<file path="config.mk">
export PLATFORM = sky130hd
export DESIGN_NAME = dmem_arbiter
export DESIGN_NICKNAME = d
export VERILOG_FILES = /design/src/rtl/dmem_arb_pkg.sv /design/src/rtl/dmem_arbiter_rr_arb2.sv /design/src/rtl/dmem_arbiter.sv
export SDC_FILE = /design/constraint.sdc
export NUM_CORES = 1
export LEC_CHECK = 0
export ABC_CLOCK_PERIOD_IN_PS = 1600
export CELL_PAD_IN_SITES_DETAIL_PLACEMENT = 0
export CELL_PAD_IN_SITES_GLOBAL_PLACEMENT = 1
export CORE_MARGIN = 3
export CORE_UTILIZATION = 10
export CTS_BUF_LIST = sky130_fd_sc_hd__clkbuf_2 sky130_fd_sc_hd__clkbuf_4 sky130_fd_sc_hd__clkbuf_8
export DETAILED_ROUTE_END_ITERATION = 8
export PLACE_DENSITY_LB_ADDON = 0.1
export SLEW_MARGIN = 20
export SYNTH_ARGS = -nofsm -noshare
export SYNTH_HDL_FRONTEND = slang
export SYNTH_SLANG_ARGS = --single-unit
</file>
<file path="constraint.sdc">
create_clock -name clk -period 1.6 [get_ports clk]
set_input_delay 0.24 -clock clk [delete_from_list [all_inputs] [get_ports clk]]
set_output_delay 0.24 -clock clk [all_outputs]
set_load 0.05 [all_outputs]
</file>
<file path="src/rtl/dmem_arb_pkg.sv">
// Shared constants and types for the two-port data-memory arbiter.
package dmem_arb_pkg;

    localparam int unsigned N_DEF      = 20;
    localparam int unsigned M_DEF      = 32;
    localparam int unsigned STAT_W_DEF = 32;

    localparam logic PORT_CORE = 1'b0;
    localparam logic PORT_LOAD = 1'b1;

    // One requester's access bundle at the default widths.
    typedef struct packed {
        logic              we;
        logic [N_DEF-1:0]  addr;
        logic [M_DEF-1:0]  wdata;
    } req_t;

endpackage

</file>
<file path="src/rtl/dmem_arbiter_rr_arb2.sv">
// Two-way round-robin grant with the last-granted-port register.
module rr_arb2
    import dmem_arb_pkg::*;
(
    input  logic       clk,
    input  logic       rst_n,
    input  logic [1:0] req,
    output logic [1:0] gnt_c
);

    logic last_gnt;

    // Conflicts go to the port that did not win last; grant is held off during reset.
    always_comb begin
        gnt_c = 2'b00;
        if (rst_n) begin
            if (req == 2'b11) begin
                gnt_c = (last_gnt == PORT_LOAD) ? 2'b01 : 2'b10;
            end else begin
                gnt_c = req;
            end
        end
    end

    always_ff @(posedge clk or negedge rst_n) begin
        if (!rst_n) begin
            last_gnt <= PORT_LOAD;
        end else if (gnt_c != 2'b00) begin
            last_gnt <= gnt_c[1];
        end
    end

endmodule

</file>
<file path="src/rtl/dmem_arbiter.sv">
// Round-robin arbiter in front of a single-port synchronous data memory.
// Optional grant/conflict counters are enabled by defining DMEM_ARB_STATS_EN.
module dmem_arbiter
    import dmem_arb_pkg::*;
#(
    parameter int unsigned N = N_DEF,
    parameter int unsigned M = M_DEF
`ifdef DMEM_ARB_STATS_EN
    ,
    parameter int unsigned STAT_W = STAT_W_DEF
`endif
) (
    input  logic         clk,
    input  logic         rst_n,
    input  logic         p0_req,
    input  logic         p0_we,
    input  logic [N-1:0] p0_addr,
    input  logic [M-1:0] p0_wdata,
    output logic         p0_gnt,
    output logic         p0_rvalid,
    output logic [M-1:0] p0_rdata,
    input  logic         p1_req,
    input  logic         p1_we,
    input  logic [N-1:0] p1_addr,
    input  logic [M-1:0] p1_wdata,
    output logic         p1_gnt,
    output logic         p1_rvalid,
    output logic [M-1:0] p1_rdata,
    output logic         mem_we,
    output logic [N-1:0] mem_a,
    output logic [M-1:0] mem_wd,
    input  logic [M-1:0] mem_rd
`ifdef DMEM_ARB_STATS_EN
    ,
    input  logic              stat_clr,
    output logic [STAT_W-1:0] stat_gnt0,
    output logic [STAT_W-1:0] stat_gnt1,
    output logic [STAT_W-1:0] stat_conflict
`endif
);

    logic [1:0] gnt_c;
    logic       sel_id;
    logic       rd_issue;

    rr_arb2 u_rr_arb2 (
        .clk   (clk),
        .rst_n (rst_n),
        .req   ({p1_req, p0_req}),
        .gnt_c (gnt_c)
    );

    assign p0_gnt = gnt_c[0];
    assign p1_gnt = gnt_c[1];

    // Memory steering; idle cycles present port 0 with writes disabled.
    always_comb begin
        sel_id = PORT_CORE;
        mem_we = 1'b0;
        mem_a  = p0_addr;
        mem_wd = p0_wdata;
        if (gnt_c[1]) begin
            sel_id = PORT_LOAD;
            mem_we = p1_we;
            mem_a  = p1_addr;
            mem_wd = p1_wdata;
        end else if (gnt_c[0]) begin
            mem_we = p0_we;
        end
    end

    assign rd_issue = (gnt_c != 2'b00) && !mem_we;

    // Read data returns one cycle after grant, tagged to the owning port.
    always_ff @(posedge clk or negedge rst_n) begin
        if (!rst_n) begin
            p0_rvalid <= 1'b0;
            p1_rvalid <= 1'b0;
        end else begin
            p0_rvalid <= rd_issue && (sel_id == PORT_CORE);
            p1_rvalid <= rd_issue && (sel_id == PORT_LOAD);
        end
    end

    assign p0_rdata = mem_rd;
    assign p1_rdata = mem_rd;

`ifdef DMEM_ARB_STATS_EN
    localparam logic [STAT_W-1:0] STAT_MAX = {STAT_W{1'b1}};

    // Saturating counters; clear takes priority over counting.
    always_ff @(posedge clk or negedge rst_n) begin
        if (!rst_n) begin
            stat_gnt0     <= '0;
            stat_gnt1     <= '0;
            stat_conflict <= '0;
        end else if (stat_clr) begin
            stat_gnt0     <= '0;
            stat_gnt1     <= '0;
            stat_conflict <= '0;
        end else begin
            if (gnt_c[0] && (stat_gnt0 != STAT_MAX)) begin
                stat_gnt0 <= stat_gnt0 + STAT_W'(1);
            end
            if (gnt_c[1] && (stat_gnt1 != STAT_MAX)) begin
                stat_gnt1 <= stat_gnt1 + STAT_W'(1);
            end
            if (p0_req && p1_req && (stat_conflict != STAT_MAX)) begin
                stat_conflict <= stat_conflict + STAT_W'(1);
            end
        end
    end
`endif

endmodule

</file>
==> impl_metrics.ini <==
[run_status]
status = finished with violations
violations = negative setup slack

[critical_path]
r2r_cells = 7
reg2reg_to = p1_rvalid
r2r_slack_ps = 280
cp-start-kind = register
required_ps = 1360
setup.worst_path.end_class = output pin
worstSetupPathType = register to output pin
crit_fanout = 4
critPathArrivalTime_ps = 1660
r2r_start = u_rr_arb2.last_gnt

[sta]
hold_viol = 0
max_freq_mhz = 526
setup_viol = 54
finalMaxSlewViolations = 0
setup_slack_ps = -301
tns_ps = -14910
fin_skew_ps = 5.11
period_share_pct = 119
rsz0062_at_grt = true
worst_pin_slew_ps = 158
slew_headroom_pct = 89.4
fin_crit_ps = 1900

[pwr]
pwr_density_cell_mw_per_mm2 = 533
irDropWorstVdd_uv = 199
p_total_mw = 1.92
p_leak_nw = 1.65

[detailed_routing]
route.detailed.drc = 0
vias_per_cell = 3.28
routed_wl_um = 8220
routedWlPerCell_um = 19.1
drt-pass1-iter-count = 3
drt_iter0_markers = 28
num_vias = 1409
antenna_left = 0

[die]
boundaryPins = 263
die_w_um = 120
die_area_sq_mm = 0.0144
fp-row-count = 41
die_h_um = 120
start_util_pct = 10.3
coreArea_sq_mm = 0.0127

[synthesis]
synth_cells = 136
yosys-top-cells-count = buf_4 (64), mux2_2 (48), clkbuf_8 (5)
yosysTopAreaCell = mux2_2
synthFlopType = dfrtp_1
synth_area_sq_mm = 0.00130
synth_fp_nets = 278
synth-seq-cells = 3
yosysUniqueCellTypes = 17
yosysSeqAreaShare_pct = 5.86
synth_edf_count = 0
synth.top_cell.area_share_pct = 41.5
yosysMostFrequentCell = buf_4
ys_warn_count = 0
synthTopCellsByArea = mux2_2 (41%), buf_4 (37%), clkbuf_8 (5.3%), mux2_4 (4.6%), dfrtp_1 (3.8%)
synth.avg_cell_area_sq_um = 9.58
synth-async-reset-ratio_pct = 100

[clocking]
clk_pin_slew_ps = 30
cts_buffers = 3
clkLatencyLatePin_ps = 220
ctsHtreeMaxLevel = 1
cts_root_buf = clkbuf_8
hold_buffers = 0
clk_path_buf_depth = 2
cts_tree = yes
clock_sinks = 3

[cells_and_area]
final_cells = 429
layout-drive-gt1-share_pct = 54.9
nets = 400
insertedDiodeCount = 0
area_delta_synth_final_pct = 177
stdcell_area_sq_mm = 0.00361

[global_routing]
met1_usage_pct = 12.3
track_usage_pct = 10.4
grt_max_degree = 12
grt_pass1_vias = 1473
grt_first_pass_wirelength_um = 11000
antenna_found_initial = 0
use_met3_pct = 4.52
grt_util_met2_pct = 17.6
grt_overflow = 0
grt-busiest-layer = met2

[place]
place_congestion = 0.727
placed_cell_area_sq_mm = 0.00313
place_inst = 413
dp_hpwl_um = 6830
port_buffers = 166

[worst_hold_path]
min-delay-path-class = input pin to async pin

[run]
cap_violations = 0
[power by group]
part           internal (mW)  switching [mW]  leakage (nW)
clock network          0.187          0.0540        0.0262
logic                  0.888           0.703          1.59
registers             0.0871         0.00403        0.0377
total                   1.16           0.761          1.65
[cell usage in the layout, fill, tap and decap left out]
master	Yosys	final
dlygate4sd2_1	0	3
a31oi_1	1	1
nand3_4	1	1
buf_4	64	8
a21boi_4	0	1
and3_4	0	1
buf_16	0	1
buf_8	0	1
dfstp_2	1	1
nand2_2	0	1
clkbuf_8	5	3
nor2b_1	1	1
clkbuf_16	0	2
nand3_1	2	1
nor2_1	1	1
nand3_2	0	1
mux2_4	4	52
inv_4	0	1
clkdlybuf4s50_1	0	106
nand2b_4	0	1
buf_12	0	46
dfrtp_1	2	2
buf_6	0	19
a21oi_1	1	1
clkbuf_4	0	1
[layer usage]
layer | up-vias | wire length (um) | part of all wire [%]
met1 | 651 | 3130 | 38
met3 | 21 | 937 | 11
met4 | 0 | 101 | 1.2
met2 | 94 | 4050 | 49
li1 | 643 | - | -
met5 | - | 0 | 0
[how the worst max path moves through the flow]
stage,depth (start not counted),startpoint,end,slack [ps]
3_3_place_gp,6,p0_req,mem_wd[4],-380
3_5_place_dp,6,p0_req,mem_wd[9],-390
4_1_cts,7,u_rr_arb2.last_gnt,mem_a[4],-380
5_1_grt,6,u_rr_arb2.last_gnt,mem_wd[8],-350
2_1_floorplan,4,u_rr_arb2.last_gnt,mem_wd[23],-50
6_report,6,u_rr_arb2.last_gnt,mem_a[7],-300
[logic make-up after synthesis]
logic type             share of synthesized area [%]
buffers and inverters                           42.5
multiplexers                                    46.1
AND/OR/NAND/NOR                                 4.13
AO/OA/AOI/OAI                                   1.44
flip-flops                                      5.86
[worst max-delay path, stage by stage, from the launching register on]
cell       delay [ps]
dfstp_2           530
nand2_2            70
nand3_4           100
buf_6             140
clkbuf_16         150
mux2_4            310
buf_12            150
[sequential cells by signal, indices dropped and copies added, names as in the netlist]
signal	cells
p1_rvalid	1
u_rr_arb2.last_gnt	1
p0_rvalid	1
[timing repair]
item / 4_1_cts / 5_1_grt
setup endpoints to repair: 55 / 55
cloned: 3 / 2
buffers inserted: 8 / 2
gates resized for setup: 70 / 7
pin swaps: 4 / 0
[through the flow]
step	hold WS [ps]	util (%)	worst slack [ps]
global placement	481	24.7	-377
finish	144	28.5	-301
global route	138	28.5	-353
CTS	138	28.3	-385
detailed placement	481	24.7	-386
floorplan	-55.6	-	-52.9
[area by class of cell]
cell class | instances | area (sq um)
Inverter | 1 | 6.26
Timing Repair Buffer | 186 | 2370
Clock buffer | 4 | 48.8
Multi-Input combinational cell | 63 | 885
Sequential cell | 3 | 76.3
Fill cell | 1340 | 9060
Tap cell | 172 | 215
No activity file was read; power rests on OpenSTA's default activity.
==> RTL edit (same settings) <==
Change the package constant `N_DEF` from 20 to 40.
--- a/src/rtl/dmem_arb_pkg.sv
+++ b/src/rtl/dmem_arb_pkg.sv
@@ -2,5 +2,5 @@
 package dmem_arb_pkg;
 
-    localparam int unsigned N_DEF      = 20;
+    localparam int unsigned N_DEF      = 40;
     localparam int unsigned M_DEF      = 32;
     localparam int unsigned STAT_W_DEF = 32;
Ports: changed (resized mem_a, p0_addr and p1_addr); port bits go from 263 to 323. The function was not compared with the original's and may differ.
==> RTL edit against the original RTL <==
The flow still finishes with violations (setup timing). Via count is 28% higher. Wire length is 5.5% higher. Global-route usage is 2.8 points lower. Sequential share of layout area is 0.42 points lower. Total power is 20% higher. Setup slack worse by 0.050 ns. Cell area is 25% higher. Area after synthesis is 33% higher. Sequential cell count stayed put. Synthesized cell count is 17% higher.
==> RTL edit: results (changes against the original RTL) <==
Status = finished with violations
Failing checks = setup timing
DP Area = 0.00388 mm² (+24%)
Final WS setup = -0.351 ns (-0.0501 ns)
Via count = 1807 (+28%)
Worst Path Arrival = 1.71 ns (+0.05 ns)
Gpl congestion = 0.635 (-13%)
Net count, final = 523 (+31%)
TritonRoute pass-1 iters = 2 (-1)
Setup Skew = 0.000927 ns (-0.00418 ns)
Final TNS setup = -23.26 ns (-8.35 ns)
Iteration-0 DRC Markers = 9 (-68%)
Crit Path Max Fanout = 6 (+2)
Vias in the first global route = 1881 (+28%)
R2R Setup Slk = 0.25 ns (-0.03 ns)
Sequential share of the synthesized area = 0.0440 (-0.0146)
Share of cells above drive strength 1 = 0.538 (-0.0104)
Post-detail-place hpwl = 7160 µm (+4.7%)
Top cells by area, synth = mux2_4 (50%), buf_4 (28%), mux2_2 (9.1%)
WHS = 0.125 ns (-0.0190 ns)
Worst Max-Slew Pin Slew = 0.172 ns (+0.0143 ns)
Mapped Cells = 159 (+17%)
Leak pwr = 2.09 nW (+26%)
Syn Nets = 341 (+23%)
Largest net degree at the start of global routing = 19 (+7)
Global Route Usage Sum = 0.0758 (-0.0284)
Final setup violation count = 74 (+37%)
-- RTL edit: cell count changes in the layout (fill, tap and decap cells not counted), sizes merged --
cell,before,now
buf,75,97
mux2,52,72
clkdlybuf4s50,106,146
clkbuf,6,7
-- RTL edit: worst paths after layout --
check,cells past startpoint,endpoint,from
max,6,mem_a[0],u_rr_arb2.last_gnt$_DFFE_PN1P_
min reg2reg,4,u_rr_arb2.last_gnt$_DFFE_PN1P_,u_rr_arb2.last_gnt$_DFFE_PN1P_
min in group clk,2,u_rr_arb2.last_gnt$_DFFE_PN1P_,p0_req
min,2,p1_rvalid$_DFF_PN0_,rst_n
max in group asynchronous,2,u_rr_arb2.last_gnt$_DFFE_PN1P_,rst_n
max reg2reg,7,p1_rvalid$_DFF_PN0_,u_rr_arb2.last_gnt$_DFFE_PN1P_
-- RTL edit: cell type report --
type,count,area (µm²)
fill,1747,12300
sequential,3,76.3
clock buffer,4,48.8
timing repair buffer,249,2920
tap,220,275
multi-input combinational,83,1170
inverter,1,3.75
-- RTL edit: critical path, cell delays in order, from the launching register on --
cell,delay [ns]
dfstp_2,0.52
nand2_2,0.07
nand3_4,0.11
buf_12,0.16
buf_12,0.14
mux2_4,0.33
buf_12,0.15
-- RTL edit: timing repair --
item / CTS / global route
gates resized for setup: 86 / 10
pin swaps: 2 / 0
setup endpoints to repair: 75 / 75
gates cloned: 3 / 4
setup buffers: 7 / 0
-- RTL edit: cells by family after synthesis --
| logic type | after synthesis | share of synthesized area |
|---|---|---|
| AOI/OAI and AO/OA | 3 | 0.0108 |
| buffers and inverters | 73 | 0.328 |
| DFF | 3 | 0.0440 |
| muxes | 72 | 0.594 |
| and+or+nand+nor | 8 | 0.0238 |
-- RTL edit: layer usage --
metal	global-route usage	up-vias	wire length, µm
met2	0.146	160	4440
met5	0	-	0
li1	-	848	-
met1	0.0727	794	2850
met3	0.0362	5	1330
met4	0.0150	0	44
-- RTL edit: power breakdown --
part	leakage (nW)	switching [mW]	internal (mW)	total, mW
Clock	0.0262	0.0509	0.187	0.238
Combinational	2.02	0.904	1.07	1.97
Sequential	0.0377	0.00359	0.0871	0.0907
Total	2.09	0.958	1.34	2.30
